<file path="src/rtl/uart_alu_if.sv">
// UART pin pair between the host and the ALU.
// master = host side, slave = ALU side.
interface uart_alu_if;
  logic rxd_i;
  logic txd_o;

  modport master (output rxd_i, input txd_o);
  modport slave  (input rxd_i, output txd_o);
endinterface

</file>
<file path="src/rtl/uart_alu.sv">
// 8N1 UART front end feeding a 32-bit add/mul/div reducer.
// Each packet holds: opcode, reserved byte, 16-bit count N, then N little-endian 32-bit operands.
module uart_alu #(
  parameter int unsigned CLK_FREQ_HZ = 12_000_000,
  parameter int unsigned BAUD_RATE   = 115_200
) (
  input  logic      clk_i,
  input  logic      rst_ni,
  uart_alu_if.slave uart
);
  // state     | meaning
  // S_IDLE    | clear packet context
  // S_OPCODE  | wait for opcode byte
  // S_RSVD    | wait for reserved byte
  // S_LEN_LO  | wait for N[7:0]
  // S_LEN_HI  | wait for N[15:8], preload identity
  // S_OPERAND | collect 4 operand bytes
  // S_EXEC    | apply operand to accumulator
  // S_RESP    | send 4 result bytes
  localparam int unsigned BIT_CYC = CLK_FREQ_HZ / BAUD_RATE;
  localparam logic [15:0] BIT_M1  = 16'(BIT_CYC - 1);
  localparam logic [15:0] HALF_M1 = 16'(BIT_CYC / 2 - 1);
  localparam logic [7:0]  OP_ADD  = 8'h10;
  localparam logic [7:0]  OP_MUL  = 8'h11;
  localparam logic [7:0]  OP_DIV  = 8'h12;

  typedef enum logic [2:0] {
    S_IDLE, S_OPCODE, S_RSVD, S_LEN_LO, S_LEN_HI, S_OPERAND, S_EXEC, S_RESP
  } state_t;
  state_t state, state_nx;

  logic        rx_s1, rx_s2, rx_prev, rx_busy, rx_valid;
  logic [3:0]  rx_idx;
  logic [15:0] rx_tmr;
  logic [7:0]  rx_sh;

  always_ff @(posedge clk_i or negedge rst_ni) begin
    if (!rst_ni) begin
      rx_s1    <= 1'b1;
      rx_s2    <= 1'b1;
      rx_prev  <= 1'b1;
      rx_busy  <= 1'b0;
      rx_valid <= 1'b0;
      rx_idx   <= '0;
      rx_tmr   <= '0;
      rx_sh    <= '0;
    end else begin
      rx_s1    <= uart.rxd_i;
      rx_s2    <= rx_s1;
      rx_prev  <= rx_s2;
      rx_valid <= 1'b0;
      if (!rx_busy) begin
        if (rx_prev && !rx_s2) begin
          rx_busy <= 1'b1;
          rx_tmr  <= HALF_M1;
          rx_idx  <= '0;
        end
      end else if (rx_tmr != '0) begin
        rx_tmr <= rx_tmr - 16'd1;
      end else begin
        rx_tmr <= BIT_M1;
        rx_idx <= rx_idx + 4'd1;
        // a start bit that is high again at mid-bit was only a glitch
        if (rx_idx == 4'd0) rx_busy <= ~rx_s2;
        else if (rx_idx <= 4'd8) rx_sh <= {rx_s2, rx_sh[7:1]};
        else begin
          rx_busy  <= 1'b0;
          rx_valid <= rx_s2;
        end
      end
    end
  end

  logic        tx_go, tx_busy, tx_line;
  logic [7:0]  tx_data;
  logic [8:0]  tx_sh;
  logic [3:0]  tx_idx;
  logic [15:0] tx_tmr;

  always_ff @(posedge clk_i or negedge rst_ni) begin
    if (!rst_ni) begin
      tx_busy <= 1'b0;
      tx_line <= 1'b1;
      tx_sh   <= '1;
      tx_idx  <= '0;
      tx_tmr  <= '0;
    end else if (!tx_busy) begin
      if (tx_go) begin
        tx_busy <= 1'b1;
        tx_line <= 1'b0;
        tx_sh   <= {1'b1, tx_data};
        tx_idx  <= '0;
        tx_tmr  <= BIT_M1;
      end
    end else if (tx_tmr != '0) begin
      tx_tmr <= tx_tmr - 16'd1;
    end else if (tx_idx == 4'd9) begin
      tx_busy <= 1'b0;
    end else begin
      tx_line <= tx_sh[0];
      tx_sh   <= {1'b1, tx_sh[8:1]};
      tx_idx  <= tx_idx + 4'd1;
      tx_tmr  <= BIT_M1;
    end
  end

  assign uart.txd_o = tx_line;

  logic [7:0]  opcode, len_lo;
  logic [15:0] ops_left, len_full;
  logic [1:0]  byte_cnt;
  logic [2:0]  resp_cnt;
  logic [31:0] op_buf, acc, div_q, div_r, rem_diff, alu_simple;
  logic [32:0] rem_sh;
  logic [5:0]  div_cnt;
  logic        sticky, first, div_run, div_ge, known, need_div, exec_done;

  assign known     = (opcode == OP_ADD) || (opcode == OP_MUL) || (opcode == OP_DIV);
  assign len_full  = {rx_sh, len_lo};
  assign rem_sh    = {div_r, div_q[31]};
  assign div_ge    = rem_sh >= {1'b0, op_buf};
  assign rem_diff  = rem_sh[31:0] - op_buf;
  assign need_div  = (opcode == OP_DIV) && !first && !sticky && (op_buf != '0);
  assign exec_done = (state == S_EXEC) && (div_run ? (div_cnt == 6'd1) : !need_div);

  // DIV only lands here on a zero divisor or once the zero flag is already sticky
  always_comb begin
    alu_simple = acc;
    if (first) alu_simple = op_buf;
    else begin
      case (opcode)
        OP_ADD:  alu_simple = acc + op_buf;
        OP_MUL:  alu_simple = acc * op_buf;
        OP_DIV:  alu_simple = 32'hFFFF_FFFF;
        default: alu_simple = acc;
      endcase
    end
  end

  always_ff @(posedge clk_i or negedge rst_ni) begin
    if (!rst_ni) state <= S_IDLE;
    else         state <= state_nx;
  end

  always_comb begin
    state_nx = state;
    tx_go    = 1'b0;
    tx_data  = acc[{resp_cnt[1:0], 3'b000} +: 8];
    case (state)
      S_IDLE:    state_nx = S_OPCODE;
      S_OPCODE:  if (rx_valid) state_nx = S_RSVD;
      S_RSVD:    if (rx_valid) state_nx = S_LEN_LO;
      S_LEN_LO:  if (rx_valid) state_nx = S_LEN_HI;
      S_LEN_HI:  if (rx_valid) state_nx = (len_full != '0) ? S_OPERAND : (known ? S_RESP : S_IDLE);
      S_OPERAND: if (rx_valid && byte_cnt == 2'd3) state_nx = S_EXEC;
      S_EXEC:    if (exec_done) state_nx = (ops_left != 16'd1) ? S_OPERAND : (known ? S_RESP : S_IDLE);
      S_RESP: begin
        if (resp_cnt[2]) begin
          if (!tx_busy) state_nx = S_IDLE;
        end else if (!tx_busy) tx_go = 1'b1;
      end
      default:   state_nx = S_IDLE;
    endcase
  end

  always_ff @(posedge clk_i or negedge rst_ni) begin
    if (!rst_ni) begin
      opcode <= '0;  len_lo <= '0;  ops_left <= '0;  byte_cnt <= '0;
      resp_cnt <= '0;  op_buf <= '0;  acc <= '0;  sticky <= 1'b0;
      first <= 1'b0;  div_run <= 1'b0;  div_cnt <= '0;  div_q <= '0;  div_r <= '0;
    end else begin
      case (state)
        S_IDLE: begin
          sticky   <= 1'b0;
          resp_cnt <= '0;
          byte_cnt <= '0;
          div_run  <= 1'b0;
          acc      <= '0;
        end
        S_OPCODE: if (rx_valid) opcode <= rx_sh;
        S_LEN_LO: if (rx_valid) len_lo <= rx_sh;
        S_LEN_HI: if (rx_valid) begin
          ops_left <= len_full;
          first    <= 1'b1;
          acc      <= (opcode == OP_MUL) ? 32'd1 : 32'd0;
        end
        S_OPERAND: if (rx_valid) begin
          op_buf   <= {rx_sh, op_buf[31:8]};
          byte_cnt <= byte_cnt + 2'd1;
        end
        S_EXEC: begin
          if (div_run) begin
            div_cnt <= div_cnt - 6'd1;
            div_r   <= div_ge ? rem_diff : rem_sh[31:0];
            div_q   <= {div_q[30:0], div_ge};
            if (div_cnt == 6'd1) begin
              div_run <= 1'b0;
              acc     <= {div_q[30:0], div_ge};
            end
          end else if (need_div) begin
            div_run <= 1'b1;
            div_cnt <= 6'd32;
            div_q   <= acc;
            div_r   <= '0;
          end else begin
            acc <= alu_simple;
            if (opcode == OP_DIV && !first) sticky <= 1'b1;
          end
          if (exec_done) begin
            first    <= 1'b0;
            ops_left <= ops_left - 16'd1;
          end
        end
        S_RESP: if (tx_go) resp_cnt <= resp_cnt + 3'd1;
        default: ;
      endcase
    end
  end
endmodule

</file>
<file path="src/flat_wrapper.sv">
// flat-port wrapper written by rule: the top's interface ports become plain ports
module uart_alu_flat 
#(
  parameter int unsigned CLK_FREQ_HZ = 12_000_000,
  parameter int unsigned BAUD_RATE   = 115_200
)
  (clk_i, rst_ni, uart_rxd_i, uart_txd_o);
  uart_alu_if uart_i ();
  input  logic clk_i;
  input  logic rst_ni;
  input wire logic [$bits(uart_i.rxd_i)-1:0] uart_rxd_i;
  output wire logic [$bits(uart_i.txd_o)-1:0] uart_txd_o;
  assign uart_i.rxd_i = uart_rxd_i;
  assign uart_txd_o = uart_i.txd_o;
  uart_alu #(.CLK_FREQ_HZ(CLK_FREQ_HZ), .BAUD_RATE(BAUD_RATE)) u_core (.clk_i(clk_i), .rst_ni(rst_ni), .uart(uart_i));
endmodule
</file>
<file path="config.mk">
export PLATFORM = sky130hd
export DESIGN_NAME = uart_alu_flat
export DESIGN_NICKNAME = d
export VERILOG_FILES = /design/src/rtl/uart_alu_if.sv /design/src/rtl/uart_alu.sv /design/src/flat_wrapper.sv
export SDC_FILE = /design/constraint.sdc
export NUM_CORES = 2
export LEC_CHECK = 0
export ABC_AREA = 1
export ABC_CLOCK_PERIOD_IN_PS = 6500
export CAP_MARGIN = 20
export CORE_ASPECT_RATIO = 1.1
export CORE_UTILIZATION = 25
export CTS_CLUSTER_DIAMETER = 150
export DETAILED_ROUTE_END_ITERATION = 12
export PLACE_DENSITY = 0.4
export SLEW_MARGIN = 30
export SYNTH_ARGS = -nofsm -noshare
export SYNTH_HDL_FRONTEND = slang
export SYNTH_SLANG_ARGS = --single-unit
</file>
<file path="constraint.sdc">
create_clock -name clk_i -period 6.5 [get_ports clk_i]
set_input_delay 1.3 -clock clk_i [delete_from_list [all_inputs] [get_ports clk_i]]
set_output_delay 1.3 -clock clk_i [all_outputs]
set_load 0.02 [all_outputs]
</file>
==> flow_summary.yaml <==
placed_design:
  io_buffers: 3
  dpl.hpwl_um: 96500
  pre_cts_slack_ps: -765
  gp_congestion: 0.913
worst_hold_path:
  min_path_type: "flip-flop to flip-flop"
power_and_ir_drop:
  ir_worst_vdd_uv: 211
  p_per_area_nw_per_um2: 93.9
  power_leakage_nw: 21.2
grt:
  antenna_found_initial: 1
  grt_max_degree: 96
  overflow: 0
  grt_usage: 0.186
  grt_pass1_vias: 29500
  grt_pass1_wl_um: 183000
final_layout:
  utilization: 0.309
  multiInputGateArea_um2: 22600
  nFillCells: 13600
  layout.area.seq_um2: 6040
  fin_nets: 5171
  area_delta_synth_final_pct: 22.4
  drive_gt1_frac: 0.156
clock_tree:
  holdBufCountCts: 0
  insertion_delay_ps: 600
  root_buffer: "clkbuf_16"
  cts-htree-levels: 1
  clockBufferDepth: 3
  clk_pin_slew_ps: 60
  cts_tree: "built"
  cts_sinks: 240
  numCtsBuffers: 31
synth:
  synth_top_flop_cell: "dfrtp_1"
  yosys_warnings: 0
  syn_nets: 4938
  ys_seq_elements: 240
  synth_area_leader_cell: "fa_1"
  synthCells: 4325
  yosys-top-cells-count: "1113 x nand2_1, 957 x inv_1, 410 x fa_1"
  synth.top_cell.area_share: 0.256
  synth_area_um2: 32000
  synth_area_leaders: "fa_1 26%, dfrtp_1 18%, nand2_1 13%"
  syn_avg_cell_area_um2: 7.41
  async_reset_ff_frac: 1.00
  synth.most_common_cell: "nand2_1"
  ys_types: 67
  ys_seq_area_frac: 0.188
  synth-edff-count: 0
worst_setup_path:
  cp.required_ps: 6980
  crit_path_frequent_cell: "fa_1"
  critPathMaxFanout: 10
  critical_path_class: "flip-flop to flip-flop"
  critPathArrivalTime_ps: 7290
  setup.worst_path.end_class: "flip-flop"
  crit_slowest_cell: "fa_1"
  max_stage_delay_ps: 600
  start_kind: "flip-flop"
detailed_routing:
  ant_nets: 0
  wl_met2_um: 57200
  drc: 0
  wl_met1_um: 53100
  top_layer_used: "met4"
  drtIter0Drc: 1767
  met3_wirelength_um: 5120
  via_per_inst: 4.53
  totalWireLength_um: 119000
  wl_per_cell_um: 19.0
  via_count: 28300
  dr.pass1.iters: 6
floorplanning:
  dieWidth_um: 343
  die_h_um: 378
  dieArea_um2: 130000
  coreArea_um2: 127000
  io_pins: 4
  rows: 137
  start_util: 0.252
timing:
  tightestPinTransition_ps: 958
  final.setup_skew_ps: 13.1
  rsz0062_at_grt: "yes"
  fmax_mhz: 147
  setup_ws_ps: -307
  finalMaxSlewViolations: 0
  finalCritPeriodShare: 1.05
  max_slew_margin: 0.360
  period_needed_ps: 6810
  finalSetupViolations: 16
  hold_viol_final: 0
job:
  maxCapViolations: 0
status:
  violations: "setup timing"
  status: "finished with violations"
==> layer usage <==
| layer | up-vias | global-route usage |
|---|---|---|
| met2 | 613 | 0.320 |
| met3 | 126 | 0.0183 |
| met4 | 0 | 0.0490 |
| li1 | 13700 | - |
| met1 | 13900 | 0.248 |
| met5 | - | 0 |
==> worst paths after layout <==
path / startpoint / endpoint / slack [ps] / cells past startpoint
max in group asynchronous: rst_ni / u_core.op_buf[10]$_DFFE_PN0P_ / 4490 / 2
min in group asynchronous: rst_ni / u_core.tx_tmr[15]$_DFFE_PN0P_ / 700 / 1
min: u_core.rx_s1$_DFF_PN1_ / u_core.rx_s2$_DFF_PN1_ / 360 / 0
max reg2reg: u_core.acc[11]$_DFFE_PN0P_ / u_core.acc[28]$_DFFE_PN0P_ / -310 / 25
max: u_core.acc[11]$_DFFE_PN0P_ / u_core.acc[28]$_DFFE_PN0P_ / -310 / 25
min reg2reg: u_core.rx_s1$_DFF_PN1_ / u_core.rx_s2$_DFF_PN1_ / 360 / 0
==> worst max-delay path, delay by kind of cell, from the launching register on <==
kind	cells	cell delay, ps
flip-flops	1	400
buffers and inverters	6	670
XOR/XNOR	1	170
adder cells (fa/ha/maj)	10	4410
AND/OR/NAND/NOR	4	310
AO/OA/AOI/OAI	4	740
==> flip-flops by register name, indices dropped and copies added (netlist names), 6 cells and up <==
name,count
u_core.opcode,8
u_core.len_lo,8
u_core.tx_tmr,16
u_core.rx_sh,8
u_core.div_r,32
u_core.op_buf,32
u_core.rx_tmr,16
u_core.div_q,32
u_core.div_cnt,6
u_core.ops_left,16
u_core.tx_sh,8
u_core.acc,32
==> where the power goes <==
part | total (mW) | internal [mW] | switching, mW
Clock | 1.83 | 1.09 | 0.745
Combinational | 0.251 | 0.0876 | 0.163
Sequential | 1.60 | 1.55 | 0.0515
Total | 3.69 | 2.73 | 0.959
==> placed cells by master, fill, tap and decap left out, types with 14 or more instances in the layout <==
master        n
a21oi_2      18
xor2_1       50
buf_12       54
o21ai_1      50
o21ai_0     226
xnor2_1      35
buf_4       311
a31oi_1      24
dfrtp_2      18
fa_2         37
nor2_1      223
o211ai_1     35
nor4_1       16
fa_1        373
dfrtp_1     210
a21oi_1     164
or2_2        14
inv_1       928
clkbuf_16    33
nor3_1       25
nand2_2      26
buf_6        22
ha_4         24
nand2_1    1082
ha_1        171
inv_2        35
nand4_1      28
nand3_1     107
o221ai_1     16
o31ai_1      14
==> what timing repair did <==
action | 4_1_cts | 5_1_grt
setup buffers | 19 | 21
endpoints found under the hold margin | 0 | 0
setup endpoints to repair | 22 | 22
pin swaps | 50 | 97
resized for setup | 148 | 154
gates cloned | 0 | 2
==> kinds of logic (layout without fill, tap and decap cells) <==
| logic type | Yosys count | count (layout) | share of synthesized area |
|---|---|---|---|
| multiplexers | 1 | 1 | 0.000312 |
| flip-flops | 240 | 240 | 0.188 |
| AND/OR/NAND/NOR | 1590 | 1590 | 0.202 |
| AO/OA/AOI/OAI | 632 | 632 | 0.113 |
| buffers and inverters | 1164 | 1422 | 0.138 |
| adder cells (fa/ha/maj) | 610 | 610 | 0.334 |
| XOR/XNOR | 88 | 88 | 0.0240 |
| other | 0 | 1 | 0 |
==> metrics by stage <==
| step | power (mW) | cells | area (um^2) | hold slack, ps | TNS (ps) |
|---|---|---|---|---|---|
| finish | 3.69 | 6252 | 39200 | 357 | -2550 |
| CTS | 3.75 | 6229 | 38500 | 358 | -2750 |
| floorplan | 1.79 | 4325 | 32100 | 345 | -1.93 |
| detailed placement | 1.89 | 6152 | 36700 | 350 | -7080 |
| global placement | 1.88 | 6152 | 36700 | 349 | -7360 |
| global route | 3.83 | 6251 | 39200 | 362 | -7700 |
==> cell type report <==
class | instances | share of cell area
multi-input cells | 2921 | 0.575
flip-flops and latches | 240 | 0.154
repair buffers | 397 | 0.0978
inverters | 967 | 0.0926
well taps | 1668 | 0.0532
clock buffers | 46 | 0.0232
clock inverters | 12 | 0.00389
diodes | 1 | 0.0000638
No activity file was read; power rests on OpenSTA's default activity.
